## src/rtl/pc_seq_pkg.sv

```systemverilog
// rtl/pc_seq_pkg.sv - shared widths, reset PC and encodings for the fetch sequencer
package pc_seq_pkg;

    localparam int unsigned PC_W = 9;
    localparam logic [PC_W-1:0] RESET_PC = {PC_W{1'b1}};

    typedef enum logic [1:0] {
        ST_BOOT  = 2'd0,
        ST_FETCH = 2'd1,
        ST_STALL = 2'd2,
        ST_HALT  = 2'd3
    } seq_state_t;

    typedef enum logic [1:0] {
        SEL_HOLD  = 2'd0,
        SEL_INC   = 2'd1,
        SEL_REDIR = 2'd2,
        SEL_PEND  = 2'd3
    } npc_sel_t;

endpackage

```

## src/rtl/pc_next_mux.sv

```systemverilog
// rtl/pc_next_mux.sv - next-PC selection between hold, increment, redirect and stored redirect
module pc_next_mux
    import pc_seq_pkg::*;
(
    input  npc_sel_t        sel,
    input  logic [PC_W-1:0] pc,
    input  logic [PC_W-1:0] redir_tgt,
    input  logic [PC_W-1:0] pend_tgt,
    output logic [PC_W-1:0] npc
);

    // pc+1 wraps naturally at the PC width (1FF -> 000)
    always_comb begin
        npc = pc;
        case (sel)
            SEL_HOLD:  npc = pc;
            SEL_INC:   npc = pc + PC_W'(1);
            SEL_REDIR: npc = redir_tgt;
            SEL_PEND:  npc = pend_tgt;
            default:   npc = pc;
        endcase
    end

endmodule

```

## src/rtl/pc_seq.sv

```systemverilog
// rtl/pc_seq.sv - instruction-fetch handshake and next-PC sequencing
module pc_seq
    import pc_seq_pkg::*;
(
    input  logic            clk,
    input  logic            rst,
    input  logic [PC_W-1:0] pc,
    output logic [PC_W-1:0] npc,
    output logic            fetch_req,
    input  logic            fetch_ack,
    output logic            fetch_valid,
    input  logic            stall,
    input  logic            jmp,
    input  logic [PC_W-1:0] jmp_target,
    input  logic            br_taken,
    input  logic [PC_W-1:0] br_target,
    input  logic            halt,
    output logic            halted
);

    seq_state_t      state_q, state_d;
    logic            pend_q, pend_d;
    logic [PC_W-1:0] pend_tgt_q, pend_tgt_d;
    npc_sel_t        sel;
    logic            redir;
    logic [PC_W-1:0] redir_tgt;
    logic [PC_W-1:0] mux_npc;

    assign redir     = jmp | br_taken;
    assign redir_tgt = jmp ? jmp_target : br_target;
    assign fetch_req = (state_q == ST_FETCH);
    assign halted    = (state_q == ST_HALT);

    // The PC register loads on the falling edge, so this state does too
    always_ff @(negedge clk or negedge rst) begin
        if (!rst) begin
            state_q    <= ST_BOOT;
            pend_q     <= 1'b0;
            pend_tgt_q <= '0;
        end else begin
            state_q    <= state_d;
            pend_q     <= pend_d;
            pend_tgt_q <= pend_tgt_d;
        end
    end

    // Next state, redirect capture and next-PC choice; a redirect seen while
    // a fetch is outstanding is stored and the oldest one wins at ack time
    always_comb begin
        state_d     = state_q;
        pend_d      = pend_q;
        pend_tgt_d  = pend_tgt_q;
        sel         = SEL_HOLD;
        fetch_valid = 1'b0;
        case (state_q)
            ST_BOOT: begin
                sel     = SEL_INC;
                state_d = ST_FETCH;
            end
            ST_FETCH: begin
                if (!fetch_ack) begin
                    if (redir && !pend_q) begin
                        pend_d     = 1'b1;
                        pend_tgt_d = redir_tgt;
                    end
                end else if (pend_q) begin
                    sel    = SEL_PEND;
                    pend_d = 1'b0;
                end else if (redir) begin
                    sel = SEL_REDIR;
                end else if (halt) begin
                    state_d = ST_HALT;
                end else if (stall) begin
                    state_d = ST_STALL;
                end else begin
                    sel         = SEL_INC;
                    fetch_valid = 1'b1;
                end
            end
            ST_STALL: begin
                if (redir) begin
                    sel     = SEL_REDIR;
                    state_d = ST_FETCH;
                end else if (halt) begin
                    state_d = ST_HALT;
                end else if (!stall) begin
                    state_d = ST_FETCH;
                end
            end
            ST_HALT: begin
                state_d = ST_HALT;
            end
            default: begin
                state_d = ST_BOOT;
            end
        endcase
    end

    pc_next_mux u_pc_next_mux (
        .sel       (sel),
        .pc        (pc),
        .redir_tgt (redir_tgt),
        .pend_tgt  (pend_tgt_q),
        .npc       (mux_npc)
    );

    // While reset is held the PC register must be fed its reset value
    assign npc = rst ? mux_npc : RESET_PC;

endmodule

```

## config.mk

```make
export PLATFORM = sky130hd
export DESIGN_NAME = pc_seq
export DESIGN_NICKNAME = d
export VERILOG_FILES = /design/src/rtl/pc_seq_pkg.sv /design/src/rtl/pc_next_mux.sv /design/src/rtl/pc_seq.sv
export SDC_FILE = /design/constraint.sdc
export NUM_CORES = 1
export LEC_CHECK = 0
export ABC_AREA = 1
export BUFFER_PORTS_ARGS = -buffer_cell sky130_fd_sc_hd__buf_2
export CAP_MARGIN = 10
export CORE_MARGIN = 4
export CORE_UTILIZATION = 40
export DETAILED_ROUTE_END_ITERATION = 10
export PLACE_DENSITY = 0.69
export RECOVER_POWER = 25
export SLEW_MARGIN = 20
export SYNTH_ARGS = -nofsm -noshare
export SYNTH_HDL_FRONTEND = slang
export SYNTH_SLANG_ARGS = --single-unit
export TNS_END_PERCENT = 30
```

## constraint.sdc

```tcl
create_clock -name clk -period 1.5 [get_ports clk]
set_clock_uncertainty 0.1 [all_clocks]
set_input_delay 0.3 -clock clk [delete_from_list [all_inputs] [get_ports clk]]
set_output_delay 0.3 -clock clk [all_outputs]
set_load 0.01 [all_outputs]
```

==> out/qor.csv, run 1 <==
stage;metric;value;unit
sta;tightest_slew;0.299;ns
sta;finalMaxSlewViolations;0;
sta;finalHoldViolations;0;
finish;area_growth;60.1;%
power_and_ir_drop;p_per_area;1230;mW/mm^2
placed_design;portBuffers;45;
route;drtAntennaViolNets;0;
setup_path;reg2reg_from;state_q[0];
sta;setup_viol;24;
clock_network;clock-sinks;12;
clock_network;cts_buffers;3;
clock_network;htree_num_levels;1;
sta;fin_hold_ws;0.329;ns
floorplanning;die_area;0.00409;sq mm
floorplanning;start_util;41.3;%
route;vias;1581;
hold_path;hp-start;pend_tgt_q[7];
run;cap_violations;0;
logic_synthesis;syn_inst;207;
setup_path;r2r_slack;-0.40;ns
setup_path;end_kind;primary output;
floorplanning;die_w;63.9;microns
logic_synthesis;synth_area;0.00125;sq mm
global_routing;grt_pass1_vias;1457;
global_routing;track_usage;18.7;%
setup_path;required;1.10;ns
floorplanning;die_h;63.9;microns
logic_synthesis;synth.area.top_cells;dfrtn_1 24%, nand2_1 22%, nand3_1 8.0%, nor2_1 7.8%, inv_1 7.2%;
route;wl_per_cell;10.8;microns
sta;relSlewSlack;79.9;%
sta;rsz0062_at_grt;true;
placed_design;routabilityCongestion;0.833;
logic_synthesis;ys_seq_area_share;24.0;%
finish;final_util;66.2;%
outcome;outcome;finished with violations;
hold_path;holdPathEnd;pend_tgt_q[7];
outcome;violations;setup timing;
floorplanning;rows;20;
placed_design;hpwl;2850;microns
global_routing;grt_pass1_wl;6310;microns
route;dr.first_iter.drc_count;130;
setup_path;arrival;2.47;ns
logic_synthesis;synth-seq-cells;12;
route;wl;3710;microns
floorplanning;core_area;0.00303;sq mm
logic_synthesis;syn_area_per_cell;6.04;sq um
hold_path;hold_path_depth;2;
clock_network;clk_pin_slew;0.05;ns
logic_synthesis;synth_edf_count;0;
clock_network;cts_buffer_depth;2;
route;viasPerCell;4.60;
hold_path;hp-class;reg2reg;
logic_synthesis;ys.flop_type;dfrtn_1;
setup_path;rr_worst_depth;12;
power_and_ir_drop;peakVddDrop;721;uV
global_routing;antenna_found_initial;0;
setup_path;crit_type;reg2out;
logic_synthesis;yosysTopAreaCell;dfrtn_1;
finish;num_antenna_cells;0;
global_routing;grt_start_max_net_pins;22;
power_and_ir_drop;p_leak;1.15;nW
finish;nNetsFinal;336;
floorplanning;ioPinCount;46;
logic_synthesis;synth_warnings;0;
setup_path;start_kind;flip-flop;
logic_synthesis;synth_top_cell_area_share;24.0;%
finish;nFillCells;275;
setup_path;crit_path_max_fanout;17;
logic_synthesis;synth.distinct_cells;24;
clock_network;cts_tree;done;
setup_path;worstReg2RegEnd;pend_tgt_q[4];
finish;drive_above_1_share;40.7;%
logic_synthesis;synth_nets;242;
route;drt_pass1_iterations;4;
clock_network;cts_root_buf;clkbuf_4;
clock_network;worstSkewPairLatency;0.27;ns
global_routing;grt-ovfl-total;0;
route;drc;0;
sta;setup_slack;-1.37;ns
logic_synthesis;synthArstFlopShare;100;%
## cell type report
type	count	area (sq um)	share of cell area, %
clock buffers	4	36.3	1.81
inverters	29	114	5.68
multi-input cells	163	893	44.6
flip-flops and latches	12	300	15.0
well taps	44	55.1	2.75
repair buffers	92	604	30.2
## worst max path at each step
stage | end | start | depth (start not counted)
2_1_floorplan | npc[8] | state_q[0] | 9
3_3_place_gp | npc[3] | state_q[1] | 9
3_5_place_dp | npc[4] | state_q[1] | 9
4_1_cts | npc[7] | state_q[1] | 10
5_1_grt | npc[5] | state_q[0] | 9
6_report | npc[5] | state_q[0] | 9
## synthesized netlist by cell type, types with 2 or more instances
library cell   n
buf_6          3
dfrtn_1       12
inv_1         24
inv_2          5
mux2i_1        5
nand2_1       72
nand2_2        3
nand3_1       20
nand4_1        4
nor2_1        26
nor2_4         3
nor3_1         2
o21ai_0        8
o21ai_1        5
xor2_1         6
## critical path: stages, from the launching register on
cell,delay [ns]
dfrtn_1,0.43
inv_2,0.06
nor2_4,0.17
nand3_4,0.15
nand2_8,0.16
nand2_2,0.10
nor2_1,0.11
nor2_1,0.06
nand2_1,0.06
buf_2,0.13
## sequential cells by signal (all words and copies together), names as in the netlist
| register | cells |
|---|---|
| state_q | 2 |
| pend_tgt_q | 9 |
| pend_q | 1 |
## cells in the final DEF (no fill, tap or decap), types with 5 or more instances in the layout
cell	count
dfrtn_1	12
inv_1	24
xor2_1	6
nand3_1	17
mux2i_1	5
nor2_4	5
o21ai_0	5
nand2_1	71
o21ai_1	7
buf_2	44
nor2_1	22
buf_4	42
## through the flow
step           std cells  setup TNS (ns)  cell area, sq um  worst slack, ns  power [W]
2_1_floorplan        207          -14.46              1260           -0.967    0.00146
3_3_place_gp         333          -18.67              1830            -1.15    0.00195
3_5_place_dp         333          -18.58              1830            -1.13    0.00198
4_1_cts              340          -17.71              1940            -1.37    0.00239
5_1_grt              344          -21.94              2000            -1.47    0.00270
6_report             344          -19.27              2000            -1.37    0.00246
## metal layers
metal	vias up	share of wire, %	global-route usage [%]
li1	840	-	-
met1	698	48	25.5
met2	39	47	31.0
met3	4	4.4	1.76
met4	0	0.84	5.93
met5	-	0	0
## cell families after synthesis
kind of cell               after synthesis  share of synthesized area [%]
AOI/OAI and AO/OA                       14                           5.70
xor gates and xnor gates                 6                           4.20
adders and majority gates                1                           1.00
buffers and inverters                   34                           12.1
DFF                                     12                           24.0
muxes                                    5                           4.00
and+or+nand+nor                        135                           49.0
## power breakdown
group          switching, W  internal, W  total [W]
clock              0.000107     0.000148   0.000254
combinational      0.000934     0.000700    0.00163
sequential        0.0000950     0.000477   0.000572
total               0.00114      0.00133    0.00246
## repair_timing
item	in CTS	in global routing
resized for setup	15	8
setup buffers	1	4
hold buffers	0	0
cloned	2	0
pin swaps	14	11
setup endpoints to repair	24	24
Note: power is estimated with default switching activity, not from simulation.
==> run 2: changes to the inputs <==
--- a/config.mk
+++ b/config.mk
@@ -6,14 +6,13 @@
 export NUM_CORES = 1
 export LEC_CHECK = 0
 export ABC_AREA = 1
-export BUFFER_PORTS_ARGS = -buffer_cell sky130_fd_sc_hd__buf_2
+export BUFFER_PORTS_ARGS = -buffer_cell sky130_fd_sc_hd__buf_4
 export CAP_MARGIN = 10
 export CORE_MARGIN = 4
 export CORE_UTILIZATION = 40
 export DETAILED_ROUTE_END_ITERATION = 10
 export PLACE_DENSITY = 0.69
 export RECOVER_POWER = 25
-export SLEW_MARGIN = 20
 export SYNTH_ARGS = -nofsm -noshare
 export SYNTH_HDL_FRONTEND = slang
 export SYNTH_SLANG_ARGS = --single-unit
==> run 2 against run 1 <==
Against the previous run: the run still ends with setup timing left; utilization grew 3.4 points; via count shrank 1.3%; sequential share of layout area decreased by 0.73 points; routed wire length is 8.8% higher; largest power group unchanged.
==> out/qor.csv, run 2 (synthesized netlist as in run 1, its figures left out) <==
stage;metric;value;unit;change
setup_path;arrival;2.56;ns;was 2.47 ns
setup_path;rr_worst_depth;9;;was 12
placed_design;routabilityCongestion;0.875;;was 0.833
route;dr.first_iter.drc_count;60;;was 130
power_and_ir_drop;p_leak;1.18;nW;was 1.15 nW
clock_network;cts_hold_buf;0;;unchanged
setup_path;crit_path_max_fanout;7;;was 17
placed_design;place_area;0.00190;sq mm;was 0.00183 sq mm
clock_network;clk_pin_slew;0.06;ns;was 0.05 ns
global_routing;track_usage;20.0;%;was 18.7%
power_and_ir_drop;total_power;0.00264;W;was 0.00246 W
finish;fin_area;0.00211;sq mm;was 0.00200 sq mm
finish;largest_register_ffs;9;;unchanged
outcome;violations;setup timing;;unchanged
floorplanning;rows;20;;unchanged
hold_path;hp-class;reg2reg;;unchanged
setup_path;crit_type;reg2out;;unchanged
floorplanning;die_area;0.00409;sq mm;unchanged
placed_design;hpwl;2890;microns;was 2850 microns
sta;finalMaxSlewViolations;0;;unchanged
power_and_ir_drop;peakVddDrop;779;uV;was 721 uV
floorplanning;die_w;63.9;microns;unchanged
finish;max_flop_register;pend_tgt_q;;unchanged
clock_network;cts_buffer_depth;2;;unchanged
setup_path;crit_path_cell_trace;inv_2 -> nor2_4 -> nand3_2 -> nand2_4 -> buf_4 -> nand4_1 -> nand2_1 -> nor2_1 -> nand2_1 -> buf_4;;was inv_2 -> nor2_4 -> nand3_4 -> nand2_8 -> nand2_2 -> nor2_1 -> nor2_1 -> nand2_1 -> buf_2
setup_path;reg2reg_from;state_q[0];;unchanged
clock_network;worstSkewPairLatency;0.28;ns;was 0.27 ns
route;vias;1560;;was 1581
power_and_ir_drop;p_per_area;1250;mW/mm^2;was 1230 mW/mm^2
hold_path;hold_path_depth;2;;unchanged
finish;layout_commonest_cell;buf_4;;was nand2_1
route;wl_per_cell;11.9;microns;was 10.8 microns
finish;top_regs;pend_tgt_q (9), state_q (2), pend_q (1);;unchanged
finish;final_cell_mix;79 x buf_4, 69 x nand2_1, 24 x inv_1, 23 x nor2_1, 18 x nand3_1;;was 71 x nand2_1, 44 x buf_2, 42 x buf_4, 24 x inv_1, 22 x nor2_1
sta;finalHoldViolations;0;;unchanged
setup_path;required;1.10;ns;about the same
floorplanning;start_util;41.3;%;unchanged
finish;num_antenna_cells;0;;unchanged
finish;nNetsFinal;332;;was 336
clock_network;htree_num_levels;1;;unchanged
floorplanning;ioPinCount;46;;unchanged
floorplanning;die_h;63.9;microns;unchanged
clock_network;clock-sinks;12;;unchanged
route;wl;4040;microns;was 3710 microns
setup_path;worstReg2RegEnd;pend_tgt_q[0];;was pend_tgt_q[4]
sta;relSlewSlack;79.9;%;about the same
sta;setup_viol;24;;unchanged
sta;tightest_slew;0.298;ns;was 0.299 ns
setup_path;crit_path_end;npc[8];;was npc[5]
route;drtAntennaViolNets;0;;unchanged
finish;layout.cells.non_filler;340;;was 344
global_routing;grt-ovfl-total;0;;unchanged
clock_network;cts_buffers;3;;unchanged
clock_network;cts_root_buf;clkbuf_4;;unchanged
setup_path;slowest_stage;dfrtn_1;;unchanged
global_routing;grt_pass1_wl;6590;microns;was 6310 microns
route;viasPerCell;4.59;;was 4.60
outcome;outcome;finished with violations;;unchanged
floorplanning;core_area;0.00303;sq mm;unchanged
sta;setup_slack;-1.46;ns;was -1.37 ns
setup_path;end_kind;primary output;;unchanged
global_routing;grt_pass1_vias;1463;;was 1457
setup_path;start_kind;flip-flop;;unchanged
sta;rsz0062_at_grt;true;;unchanged
global_routing;antenna_found_initial;0;;unchanged
clock_network;cts_tree;done;;unchanged
setup_path;cp-startpoint;state_q[0];;unchanged
placed_design;dp_cells;329;;was 333
route;drt_pass1_iterations;4;;unchanged
finish;area_growth;68.3;%;was 60.1%
placed_design;portBuffers;45;;unchanged
route;drc;0;;unchanged
finish;drive_above_1_share;41.2;%;was 40.7%
global_routing;grt_start_max_net_pins;22;;unchanged
setup_path;max_stage_delay;0.49;ns;was 0.43 ns
run;cap_violations;0;;unchanged
setup_path;r2r_slack;-0.20;ns;was -0.40 ns
run 2: how the worst min path moves through the flow:
stage                             start            end
after floorplan           pend_tgt_q[5]  pend_tgt_q[5]
after global placement    pend_tgt_q[7]  pend_tgt_q[7]
after detailed placement  pend_tgt_q[7]  pend_tgt_q[7]
after CTS                 pend_tgt_q[7]  pend_tgt_q[7]
after global routing      pend_tgt_q[7]  pend_tgt_q[7]
final                     pend_tgt_q[7]  pend_tgt_q[7]
run 2: power breakdown:
| group | switching [W] | total, W | internal [W] |
|---|---|---|---|
| clock network | 0.000114 | 0.000262 | 0.000148 |
| registers | 0.0000953 | 0.000572 | 0.000477 |
| logic | 0.000961 | 0.00181 | 0.000844 |
run 2: routing by layer:
layer	track usage [%]	vias up	part of all wire, %
met5	0	-	0
met4	4.85	0	0.99
met3	1.23	5	4.2
met2	33.4	43	50
met1	27.9	685	45
li1	-	827	-
run 2: area by class of cell:
| type | count | area, sq um |
|---|---|---|
| Clock buffer | 4 | 36.3 |
| Fill cell | 274 | 922 |
| Inverter | 29 | 114 |
| Multi-Input combinational cell | 162 | 886 |
| Sequential cell | 12 | 300 |
| Tap cell | 44 | 55.1 |
| Timing Repair Buffer | 89 | 714 |
run 2: repair_timing:
item / CTS / global route
pin swaps: 7 / 1
endpoints found under the setup margin: 24 / 24
resized for setup: 18 / 10
buffers inserted: 5 / 1
cloned: 1 / 0
run 2: per-stage QoR:
| step | util [%] | TNS (ns) | hold WS, ns | setup WS, ns |
|---|---|---|---|---|
| after global placement | 62.7 | -18.37 | 0.318 | -1.13 |
| after detailed placement | 62.7 | -18.50 | 0.320 | -1.14 |
| after CTS | 67.9 | -17.66 | 0.321 | -1.37 |
| after global routing | 69.5 | -20.67 | 0.338 | -1.57 |
| after floorplan | - | -14.46 | 0.303 | -0.967 |
| final | 69.5 | -18.59 | 0.320 | -1.46 |
run 2: critical path: cells and delay by family, from the launching register on:
kind          cells  cell delay, ns
simple gates      7            0.71
buf+inv           3            0.32
flops             1            0.49
==> run 3: changes to the inputs <==
--- a/config.mk
+++ b/config.mk
@@ -16,4 +16,4 @@
 export SYNTH_ARGS = -nofsm -noshare
 export SYNTH_HDL_FRONTEND = slang
 export SYNTH_SLANG_ARGS = --single-unit
-export TNS_END_PERCENT = 30
+export TNS_END_PERCENT = 5
==> constraint.sdc (replaced) <==
create_clock -name clk -period 2.45 [get_ports clk]
set_clock_uncertainty 0.1 [all_clocks]
set_input_delay 0.49 -clock clk [delete_from_list [all_inputs] [get_ports clk]]
set_output_delay 0.49 -clock clk [all_outputs]
set_load 0.01 [all_outputs]
==> run 3 against run 2 <==
Against the previous run: the run still ends with setup timing left; hold slack improved by 0.023 ns; routed wire length shrank 10%; critical path depth is the same; cell area is 7.7% lower; via count down 3.7%; largest power group unchanged.
==> out/qor.csv, run 3 (synthesized netlist as in run 1, its figures left out) <==
stage;metric;value;unit;change
outcome;outcome;finished with violations;;unchanged
outcome;violations;setup timing;;unchanged
route;viasPerCell;4.61;;was 4.59
finish;final_util;64.2;%;was 69.5%
floorplanning;die_area;0.00409;sq mm;unchanged
sta;setup_viol;13;;was 24
clock_network;cts_buffer_depth;2;;unchanged
route;dr.first_iter.drc_count;87;;was 60
route;wl_per_cell;11.2;microns;was 11.9 microns
floorplanning;die_w;63.9;microns;unchanged
power_and_ir_drop;p_per_area;778;mW/mm^2;was 1250 mW/mm^2
route;drc;0;;unchanged
global_routing;grt_pass1_vias;1322;;was 1463
global_routing;grt_pass1_wl;5740;microns;was 6590 microns
global_routing;antenna_found_initial;0;;unchanged
placed_design;place_ws;-0.841;ns;was -1.14 ns
setup_path;crit_path_max_fanout;11;;was 7
clock_network;cts_hold_buf;0;;unchanged
finish;layout.cells.non_filler;326;;was 340
floorplanning;rows;20;;unchanged
clock_network;htree_num_levels;1;;unchanged
power_and_ir_drop;p_leak;1.11;nW;was 1.18 nW
sta;setup_slack;-1.11;ns;was -1.46 ns
floorplanning;ioPinCount;46;;unchanged
clock_network;clk_pin_slew;0.05;ns;was 0.06 ns
hold_path;hp-class;reg2reg;;unchanged
setup_path;start_kind;flip-flop;;unchanged
route;drt_pass1_iterations;4;;unchanged
floorplanning;die_h;63.9;microns;unchanged
global_routing;track_usage;17.2;%;was 20.0%
global_routing;grt_start_max_net_pins;22;;unchanged
sta;rsz0062_at_grt;true;;unchanged
placed_design;dp_cells;317;;was 329
sta;finalMaxSlewViolations;0;;unchanged
finish;final_cell_mix;73 x buf_4, 71 x nand2_1, 24 x inv_1, 23 x nor2_1, 18 x nand3_1;;was 79 x buf_4, 69 x nand2_1, 24 x inv_1, 23 x nor2_1, 18 x nand3_1
floorplanning;start_util;41.3;%;unchanged
finish;area_growth;55.4;%;was 68.3%
finish;fin_area;0.00194;sq mm;was 0.00211 sq mm
placed_design;hpwl;2790;microns;was 2890 microns
route;wl;3640;microns;was 4040 microns
finish;largest_register_ffs;9;;unchanged
finish;nNetsFinal;318;;was 332
setup_path;arrival;2.97;ns;was 2.56 ns
sta;relSlewSlack;78.3;%;was 79.9%
clock_network;cts_tree;done;;unchanged
route;drtAntennaViolNets;0;;unchanged
route;vias;1502;;was 1560
clock_network;clock-sinks;12;;unchanged
finish;num_antenna_cells;0;;unchanged
setup_path;crit_type;reg2out;;unchanged
placed_design;routabilityCongestion;0.900;;was 0.875
finish;max_flop_register;pend_tgt_q;;unchanged
clock_network;cts_buffers;3;;unchanged
clock_network;worstSkewPairLatency;0.27;ns;was 0.28 ns
floorplanning;core_area;0.00303;sq mm;unchanged
setup_path;required;1.86;ns;was 1.10 ns
placed_design;portBuffers;45;;unchanged
global_routing;grt-ovfl-total;0;;unchanged
clock_network;cts_root_buf;clkbuf_4;;unchanged
finish;top_regs;pend_tgt_q (9), state_q (2), pend_q (1);;unchanged
finish;layout_commonest_cell;buf_4;;unchanged
power_and_ir_drop;peakVddDrop;444;uV;was 779 uV
sta;finalHoldViolations;0;;unchanged
placed_design;place_area;0.00182;sq mm;was 0.00190 sq mm
sta;tightest_slew;0.322;ns;was 0.298 ns
finish;drive_above_1_share;36.2;%;was 41.2%
setup_path;end_kind;primary output;;unchanged
run;cap_violations;0;;unchanged
## run 3: power breakdown
group,internal (W),leakage [nW],switching [W]
combinational,0.000454,0.943,0.000555
sequential,0.000292,0.147,0.0000567
clock,0.0000903,0.0210,0.0000646
total,0.000837,1.11,0.000677
## run 3: layout make-up
type,instances,area (sq um)
inverter,29,114
sequential,12,300
clock buffer,4,36.3
timing repair buffer,75,579
fill,287,1080
multi-input combinational,162,860
tap,44,55.1
## run 3: metal layers
metal  track usage [%]  wire length [microns]
met5                 0                      0
met3              1.41                    150
met4              5.39                     33
met2              28.3                   1790
met1              23.6                   1660
## run 3: worst paths after layout
kind | depth (start not counted) | from | slack (ns) | to
max | 10 | state_q[0] | -1.11 | npc[8]
max in group asynchronous | 1 | rst | 0.92 | state_q[1]
max reg2reg | 10 | state_q[0] | 0.70 | pend_tgt_q[3]
min | 2 | pend_tgt_q[5] | 0.34 | pend_tgt_q[5]
min in group asynchronous | 1 | rst | 1.09 | pend_tgt_q[4]
min reg2reg | 2 | pend_tgt_q[5] | 0.34 | pend_tgt_q[5]
## run 3: worst max-delay path: stages, from the launching register on
cell     delay [ns]
dfrtn_1        0.37
buf_4          0.15
nor2_1         0.17
o21ai_2        0.10
nand2_4        0.14
buf_12         0.14
nand4_1        0.09
nand2_1        0.09
nor2_1         0.05
nand2_1        0.06
buf_4          0.11
## run 3: repair_timing
action                     CTS  global route
pin swaps                    5             4
setup endpoints to repair   13            24
setup buffers                2             2
gates resized for setup      4            10
gates cloned                 0             1
## run 3: per-stage QoR
stage | TNS, ns | power, W | hold slack [ns]
4_1_cts | -11.61 | 0.00145 | 0.341
2_1_floorplan | -7.63 | 0.000897 | 0.303
6_report | -11.61 | 0.00151 | 0.343
3_5_place_dp | -11.34 | 0.00126 | 0.340
5_1_grt | -13.09 | 0.00165 | 0.371
3_3_place_gp | -11.29 | 0.00125 | 0.332
